===== config.mk =====
export PLATFORM = sky130hd
export DESIGN_NAME = mux8_to1_scanner
export DESIGN_NICKNAME = d
export VERILOG_FILES = /design/src/rtl/mux8_to1_scanner.sv
export SDC_FILE = /design/constraint.sdc
export NUM_CORES = 1
export LEC_CHECK = 0
export ABC_AREA = 0
export ABC_CLOCK_PERIOD_IN_PS = 1750
export CAP_MARGIN = 20
export CORE_MARGIN = 2
export CORE_UTILIZATION = 42
export DETAILED_ROUTE_END_ITERATION = 8
export PLACE_DENSITY = 0.76
export SLEW_MARGIN = 20
export SYNTH_ARGS = -nofsm -noshare
export SYNTH_HDL_FRONTEND = slang
export SYNTH_SLANG_ARGS = --single-unit
export TNS_END_PERCENT = 5

===== constraint.sdc =====
create_clock -name clk -period 1.75 [get_ports clk]
set_input_delay 0.175 -clock clk [delete_from_list [all_inputs] [get_ports clk]]
set_output_delay 0.175 -clock clk [all_outputs]
set_load 0.1 [all_outputs]

===== src/rtl/mux8_to1_scanner.sv =====
// Eight-line 1-bit mux with a registered output, valid/ready handshake on y,
// and an auto-scan mode that collects one bit per line into an 8-bit frame.
module mux8_to1_scanner (
  input  logic       clk,
  input  logic       rst,
  input  logic       en,
  input  logic       mode,
  input  logic       s0,
  input  logic       s1,
  input  logic       s2,
  input  logic       d0,
  input  logic       d1,
  input  logic       d2,
  input  logic       d3,
  input  logic       d4,
  input  logic       d5,
  input  logic       d6,
  input  logic       d7,
  input  logic       out_ready,
  output logic       y,
  output logic       out_valid,
  output logic       idx0,
  output logic       idx1,
  output logic       idx2,
  output logic [7:0] frame,
  output logic       frame_valid
);

  logic [7:0] d_bus;
  logic [2:0] cnt;
  logic [2:0] sel;
  logic [2:0] idx;
  logic       load;
  logic       accept;
  logic       scan_load;
  logic       scan_last;

  assign d_bus = {d7, d6, d5, d4, d3, d2, d1, d0};

  always_comb begin
    sel       = mode ? cnt : {s2, s1, s0};
    load      = en && (!out_valid || out_ready);
    accept    = out_valid && out_ready;
    scan_load = load && mode;
    scan_last = scan_load && (cnt == 3'd7);
  end

  // Output sample register: a load can replace an accepted sample in the
  // same cycle, so out_valid only drops on acceptance without a new load.
  always_ff @(posedge clk) begin
    if (rst) begin
      y         <= 1'b0;
      idx       <= 3'd0;
      out_valid <= 1'b0;
    end else if (load) begin
      y         <= d_bus[sel];
      idx       <= sel;
      out_valid <= 1'b1;
    end else if (accept) begin
      out_valid <= 1'b0;
    end
  end

  // Scan counter is held at zero in manual mode so a partial scan is dropped
  // and the next scan always begins at line 0.
  always_ff @(posedge clk) begin
    if (rst) begin
      cnt <= 3'd0;
    end else if (!mode) begin
      cnt <= 3'd0;
    end else if (scan_load) begin
      cnt <= cnt + 3'd1;
    end
  end

  always_ff @(posedge clk) begin
    if (rst) begin
      frame       <= 8'h00;
      frame_valid <= 1'b0;
    end else begin
      frame_valid <= scan_last;
      if (scan_load) begin
        frame[cnt] <= d_bus[cnt];
      end
    end
  end

  assign {idx2, idx1, idx0} = idx;

endmodule


==> summary.md, run 1 <==
| Metric | Value |
|---|---|
| Outcome | `completed` |
| Fin area | `0.00113 sq mm` |
| DR top layer | `met4` |
| Critical Path End Type | `register` |
| Syn_nets | `108` |
| Fraction of layout cells with a size suffix above 1 | `21.3%` |
| Logic pwr share | `24.6%` |
| Synth Cell Area | `815 sq um` |
| Final Hold Fails | `0` |
| Post-synthesis cell type count | `26` |
| Clock sinks | `17` |
| Maximum Capacitance Violations | `0` |
| VDD IR-drop max | `0.524 mV` |
| Hold_ws | `0.483 ns` |
| # nets final | `141` |
| Clk Tree Root Cell | `clkbuf_4` |
| Number of diodes | `0` |
| Synth Register Bits | `17` |
| Count leader, synth | `dfxtp_1` |
| Final core utilization | `63.6%` |
| Clock power frac | `25.1%` |
| Post-Place Cells | `143` |
| Area leader, netlist | `dfxtp_1` |
| Yosys Warn Count | `0` |
| Setup violators final | `0` |
| Largest cells by area after synthesis | `dfxtp_1, a21oi_1, mux4_1, nand3_1, o21ai_0` |
| Final std cells w/o fill | `147` |
| Final period util | `89.9%` |
| Synth cell count leaders | `dfxtp_1, a21oi_1, nor2_1` |
| Asr flop ratio synth | `0%` |
| Worst-path maximum fanout | `7` |
| Half-perimeter wire length after placement | `1500 um` |
| Hold_buf cts | `0` |
| Hold path depth | `2` |
| Critical path class | `register to register` |
| Vias in the first global route | `742` |
| Pins Over Slew Limit | `0` |
| RR Startpoint | `cnt[0]` |
| IO Pins | `30` |
| Worst Path Required | `1.91 ns` |
| Synth Instances | `90` |
| Worst skew pair latency | `0.28 ns` |
| Met2 wire len | `930 um` |
| Die area | `0.00231 sq mm` |
| Crit path arrival time | `1.74 ns` |
| GRT Resource Usage Total | `19.3%` |
| Setup crit start kind | `register` |
| Drt total wl | `1920 um` |
| Number of synthesized flops with an enable pin | `0` |
| First-pass GRT wire length | `3140 um` |
| Initial antenna violation count | `0` |
| Metal3 WL | `103 um` |
| Routed wire per std cell | `13.0 um` |
| 1st-iter DRT viols | `14` |
| Tmin final | `1.57 ns` |
| Largest net degree at the start of global routing | `14` |
| DP Area | `0.00111 sq mm` |
| Syn-to-layout area delta | `39.2%` |
| Skew final | `0.00539 ns` |
| Port Buffer Count | `29` |
| Share of power burned in registers | `50.3%` |
| Footprint of the multi-input gates | `440 sq um` |
| Via Count | `784` |
| Synth Flop Type | `dfxtp_1` |
| Clock transition at path regs | `0.10 ns` |
| R2R depth | `4` |
| P_sw | `251 uW` |
| Hold WC Path Type | `register to register` |
| Worst Tran Pin Value | `0.449 ns` |
| Worst reg2reg setup slack | `0.18 ns` |
| Post-CTS setup buffer count | `0` |
| Final GP Congestion | `0.808` |
| Total CTS buffers | `3` |
| Sequential-to-total area share from yosys stat | `41.8%` |
| Router iterations before antenna repair | `4` |
| Leak | `0.000459 uW` |
| Filler Cells Inserted | `162` |
| Die Ht | `48.0 um` |
| Power per standard cell area | `714 mW/mm^2` |
| WL met1 | `855 um` |
| CTS-repair resized insts | `0` |
| Grt ovf | `0` |
| Bufs on Longest Clock Path | `2` |
| Slowest CP cell | `mux4_1` |
| H-tree depth | `1` |
| Core Rows | `15` |
| Register area | `342 sq um` |
| Net Sw Frac | `31.0%` |
| Starting Density | `45.7%` |
| DRC Markers | `0` |
| Routed Antenna Nets | `0` |
| Die X | `48.0 um` |
| Unrepaired setup endpoints after global routing | `false` |
| Max stage delay on crit path | `0.55 ns` |
| Area share of the largest cell type after synthesis | `41.8%` |
| Mean Syn Cell Area | `9.05 sq um` |
| Min-delay src | `frame[0]` |
| Max-slew headroom | `70.1%` |
| Hold Path Sink | `frame[0]` |
| Core Footprint | `0.00178 sq mm` |
| Crit-path cells | `mux2_4 -> mux4_1 -> mux2i_1 -> a211oi_1` |
| Tot Pwr | `810 uW` |
| Vias per cell | `5.33` |
| TritonCTS clock tree | `done` |
| Max Freq | `636 MHz` |
| Pint | `559 uW` |
| Reg-to-Reg End | `y` |
==> how the worst max path moves through the flow <==
stage                     slack, ns      to  cells past startpoint  startpoint
final                          0.18       y                      4      cnt[0]
after global routing           0.07       y                      4      cnt[0]
after CTS                      0.16       y                      4      cnt[0]
after detailed placement      -0.10       y                      5        mode
after global placement        -0.04       y                      5        mode
after floorplan                0.23  cnt[0]                      5   out_valid
==> worst max-delay path, delay by kind of cell, from the launching register on <==
kind | cells | cell delay (ns)
AO/OA/AOI/OAI | 1 | 0.08
flip-flops | 1 | 0.46
multiplexers | 3 | 0.92
==> final cells by class <==
class                           instances  area share (%)
Clock buffer                            3            1.99
Clock inverter                          1           0.442
Inverter                                2           0.662
Multi-Input combinational cell         66            38.9
Sequential cell                        17            30.1
Tap cell                               25            2.76
Timing Repair Buffer                   33            25.2
==> metrics by stage <==
| stage | setup slack, ns | TNS (ns) |
|---|---|---|
| 2_1_floorplan | 0.228 | 0 |
| 3_3_place_gp | -0.0433 | -0.0433 |
| 3_5_place_dp | -0.105 | -0.105 |
| 4_1_cts | 0.164 | 0 |
| 5_1_grt | 0.0724 | 0 |
| 6_report | 0.177 | 0 |
==> metal layers <==
| layer | up-vias | global-route usage, % |
|---|---|---|
| met5 | - | 0 |
| met4 | 0 | 8.11 |
| met3 | 4 | 2.26 |
| met2 | 24 | 32.8 |
| met1 | 364 | 24.7 |
| li1 | 392 | - |
==> kinds of logic (layout without fill, tap and decap cells) <==
logic type,after synthesis,after routing,share of synthesized area [%]
simple gates,36,36,23.7
flops,17,17,41.8
mux,6,6,12.1
buf+inv,7,39,4.15
xor+xnor,1,1,1.08
compound gates,21,21,14.1
fa+ha+maj,2,2,3.07
==> power by group through the flow <==
stage	Clock, uW	Sequential [uW]	Combinational [uW]
3_5_place_dp	0	416	199
2_1_floorplan	0	488	58.3
5_1_grt	230	410	211
6_report	203	407	199
4_1_cts	210	407	200
3_3_place_gp	0	416	197
==> placed cells by master, fill, tap and decap left out, types with 2 or more instances in the layout <==
cell              n
buf_4            18
dfxtp_1          16
clkdlybuf4s50_1  15
a21oi_1          11
nor2_1            8
nand3_1           6
o21ai_0           6
nand2_1           6
nand2b_1          3
nand4_1           3
clkbuf_4          3
inv_1             2
nor4b_1           2
nor2b_1           2
o31ai_1           2
mux2i_1           2
a211oi_1          2
nor3_1            2
mux4_1            2
ha_1              2
==> registers in the layout, indices dropped and copies added (netlist names) <==
signal       flops
y                1
frame_valid      1
frame            8
out_valid        1
idx              3
cnt              3
No activity file was read; power rests on OpenSTA's default activity.
==> run 2: changes to the inputs <==
Settings changed: SLEW_MARGIN 20 to 10.
==> results of run 2 <==
No change in the layout: final DEF, timing and power equal those of run 1.
==> run 3: changes to the inputs <==
Settings changed: CORE_ASPECT_RATIO set to 0.9.
==> run 3 against run 2 <==
- clock power grew 4%
- first-iteration DRC count grew 21%
- worst setup slack gained 0.064 ns
- largest cell class unchanged
==> summary.md, run 3 (synthesized netlist as in run 1, its figures left out) <==
| Metric | Value |
|---|---|
| Core Rows | `15 (unchanged)` |
| Largest net degree at the start of global routing | `14 (unchanged)` |
| Pins Over Slew Limit | `0 (unchanged)` |
| Die area | `0.00231 sq mm (about the same)` |
| Crit-path cells | `clkdlybuf4s50_1 -> mux2_4 -> mux4_1 -> mux2i_1 -> a211oi_1` |
| VDD IR-drop max | `0.483 mV (-7.9%)` |
| R2R depth | `4 (unchanged)` |
| TritonCTS clock tree | `done` |
| Skew final | `0.00637 ns (+0.000978 ns)` |
| Power per standard cell area | `720 mW/mm^2 (+0.80%)` |
| Critical Path End Type | `register` |
| Vias in the first global route | `692 (-6.7%)` |
| DP Area | `0.00111 sq mm (+0.68%)` |
| Gr busiest metal | `met2` |
| Grt ovf | `0 (unchanged)` |
| Setup TNS | `0 ns (unchanged)` |
| Routed wire per std cell | `13.4 um (+3.1%)` |
| Die Ht | `45.8 um (-4.7%)` |
| Clock sinks | `17 (unchanged)` |
| Post-Place Setup Slack | `-0.0830 ns (+0.0217 ns)` |
| Starting Density | `43.4% (-2.3 points)` |
| Grt met2 use | `32.1% (-0.69 points)` |
| Setup crit start kind | `input port` |
| Fraction of layout cells with a size suffix above 1 | `22.0% (+0.64 points)` |
| IO Pins | `30 (unchanged)` |
| Half-perimeter wire length after placement | `1520 um (+0.96%)` |
| Port Buffer Count | `29 (unchanged)` |
| Syn-to-layout area delta | `40.1%` |
| Leak | `0.000464 uW (+1.2%)` |
| Max reg flops | `8 (unchanged)` |
| Total CTS buffers | `3 (unchanged)` |
| Critical path class | `input port to register` |
| Unrepaired setup endpoints after global routing | `false` |
| CTS-repair resized insts | `0 (unchanged)` |
| Hold path depth | `3 (+1)` |
| Final std cells w/o fill | `148 (+0.68%)` |
| H-tree depth | `1 (unchanged)` |
| Hold WC Path Type | `input port to register` |
| Die X | `50.4 um (+5.0%)` |
| Final period util | `86.2% (-3.7 points)` |
| Fin area | `0.00114 sq mm (+0.66%)` |
| Routed Antenna Nets | `0 (unchanged)` |
| Bufs on Longest Clock Path | `2 (unchanged)` |
| Max-slew headroom | `72.0% (+2.0 points)` |
| # nets final | `142 (+0.71%)` |
| Hold_buf cts | `0 (unchanged)` |
| Slowest CP cell | `clkdlybuf4s50_1` |
| Tmin final | `1.51 ns (-0.0642 ns)` |
| Tot Pwr | `821 uW (+1.5%)` |
| Most frequent cells in the layout | `buf_4, dfxtp_1, clkdlybuf4s50_1, a21oi_1, nor2_1` |
| Final Hold Fails | `0 (unchanged)` |
| Vias per cell | `5.28 (-0.93%)` |
| Via Count | `782 (-0.26%)` |
| Initial antenna violation count | `0 (unchanged)` |
| Setup ws final | `0.242 ns (+0.0642 ns)` |
| Met3 Use GR | `6.91% (+4.6 points)` |
| Setup violators final | `0 (unchanged)` |
| Largest Register | `frame` |
| Worst Path Required | `1.93 ns (+0.02 ns)` |
| Worst-path maximum fanout | `3 (-4)` |
| Commonest non-fill, non-tap cell in the layout | `buf_4` |
| Crit path arrival time | `1.69 ns (-0.05 ns)` |
| Max stage delay on crit path | `0.50 ns (-0.05 ns)` |
| 1st-iter DRT viols | `17 (+3)` |
| Outcome | `completed` |
| Clock transition at path regs | `0.10 ns (about the same)` |
| Clk Tree Root Cell | `clkbuf_4` |
| Max Freq | `663 MHz (+4.3%)` |
| Post-CTS setup buffer count | `0 (unchanged)` |
| Core Footprint | `0.00188 sq mm (+5.3%)` |
| Maximum Capacitance Violations | `0 (unchanged)` |
| Worst Tran Pin Value | `0.419 ns (-0.0297 ns)` |
| Biggest regs | `frame x8, cnt x3, idx x3` |
| Final GP Congestion | `0.840 (+3.9%)` |
| Router iterations before antenna repair | `4 (unchanged)` |
| Worst skew pair latency | `0.29 ns (about the same)` |
| DRC Markers | `0 (unchanged)` |
| GRT Resource Usage Total | `19.1% (-0.20 points)` |
| Post-Place Cells | `144 (+0.70%)` |
| Filler Cells Inserted | `179 (+10%)` |
| Drt total wl | `1990 um (+3.8%)` |
| First-pass GRT wire length | `3200 um (+2.0%)` |
| Number of diodes | `0 (unchanged)` |
| Met1 Use GR | `24.3% (-0.32 points)` |
-- run 3: cell count changes in the layout (fill, tap and decap cells not counted), sizes merged --
cell / delta
buf: +1
-- run 3: worst paths after layout --
check,to,slack (ns),from
setup / recovery,y,0.24,mode
hold reg to reg,frame[2],0.48,frame[2]
setup reg to reg,y,0.36,cnt[0]
hold / removal,frame[3],0.47,d3
-- run 3: layout make-up --
cell class	count	area, sq um	area share [%]
clock inverters	1	5.00	0.439
inverters	2	7.51	0.658
well taps	25	31.3	2.74
flip-flops and latches	17	342	29.9
multi-input cells	66	440	38.6
repair buffers	34	293	25.7
clock buffers	3	22.5	1.97
-- run 3: critical path: cells and delay by family --
| family | cells | cell delay [ns] |
|---|---|---|
| buf+inv | 1 | 0.50 |
| mux | 3 | 0.93 |
| compound gates | 1 | 0.08 |
-- run 3: power by group --
group / internal, uW / total, uW / switching [uW]
Combinational: 76.9 / 203 / 126
Clock: 85.1 / 212 / 127
Sequential: 399 / 406 / 7.29
Total: 561 / 821 / 261
-- run 3: through the flow --
step	util, %	hold slack, ns
final	60.8	0.474
after global routing	60.8	0.482
after CTS	60.8	0.465
after detailed placement	59.3	0.470
after global placement	59.3	0.464
after floorplan	-	0.248
-- run 3: per-layer routing --
metal  part of all wire (%)  wire, um
met5                      0         0
met4                   0.65        13
met3                    6.5       129
met2                     46       912
met1                     47       933
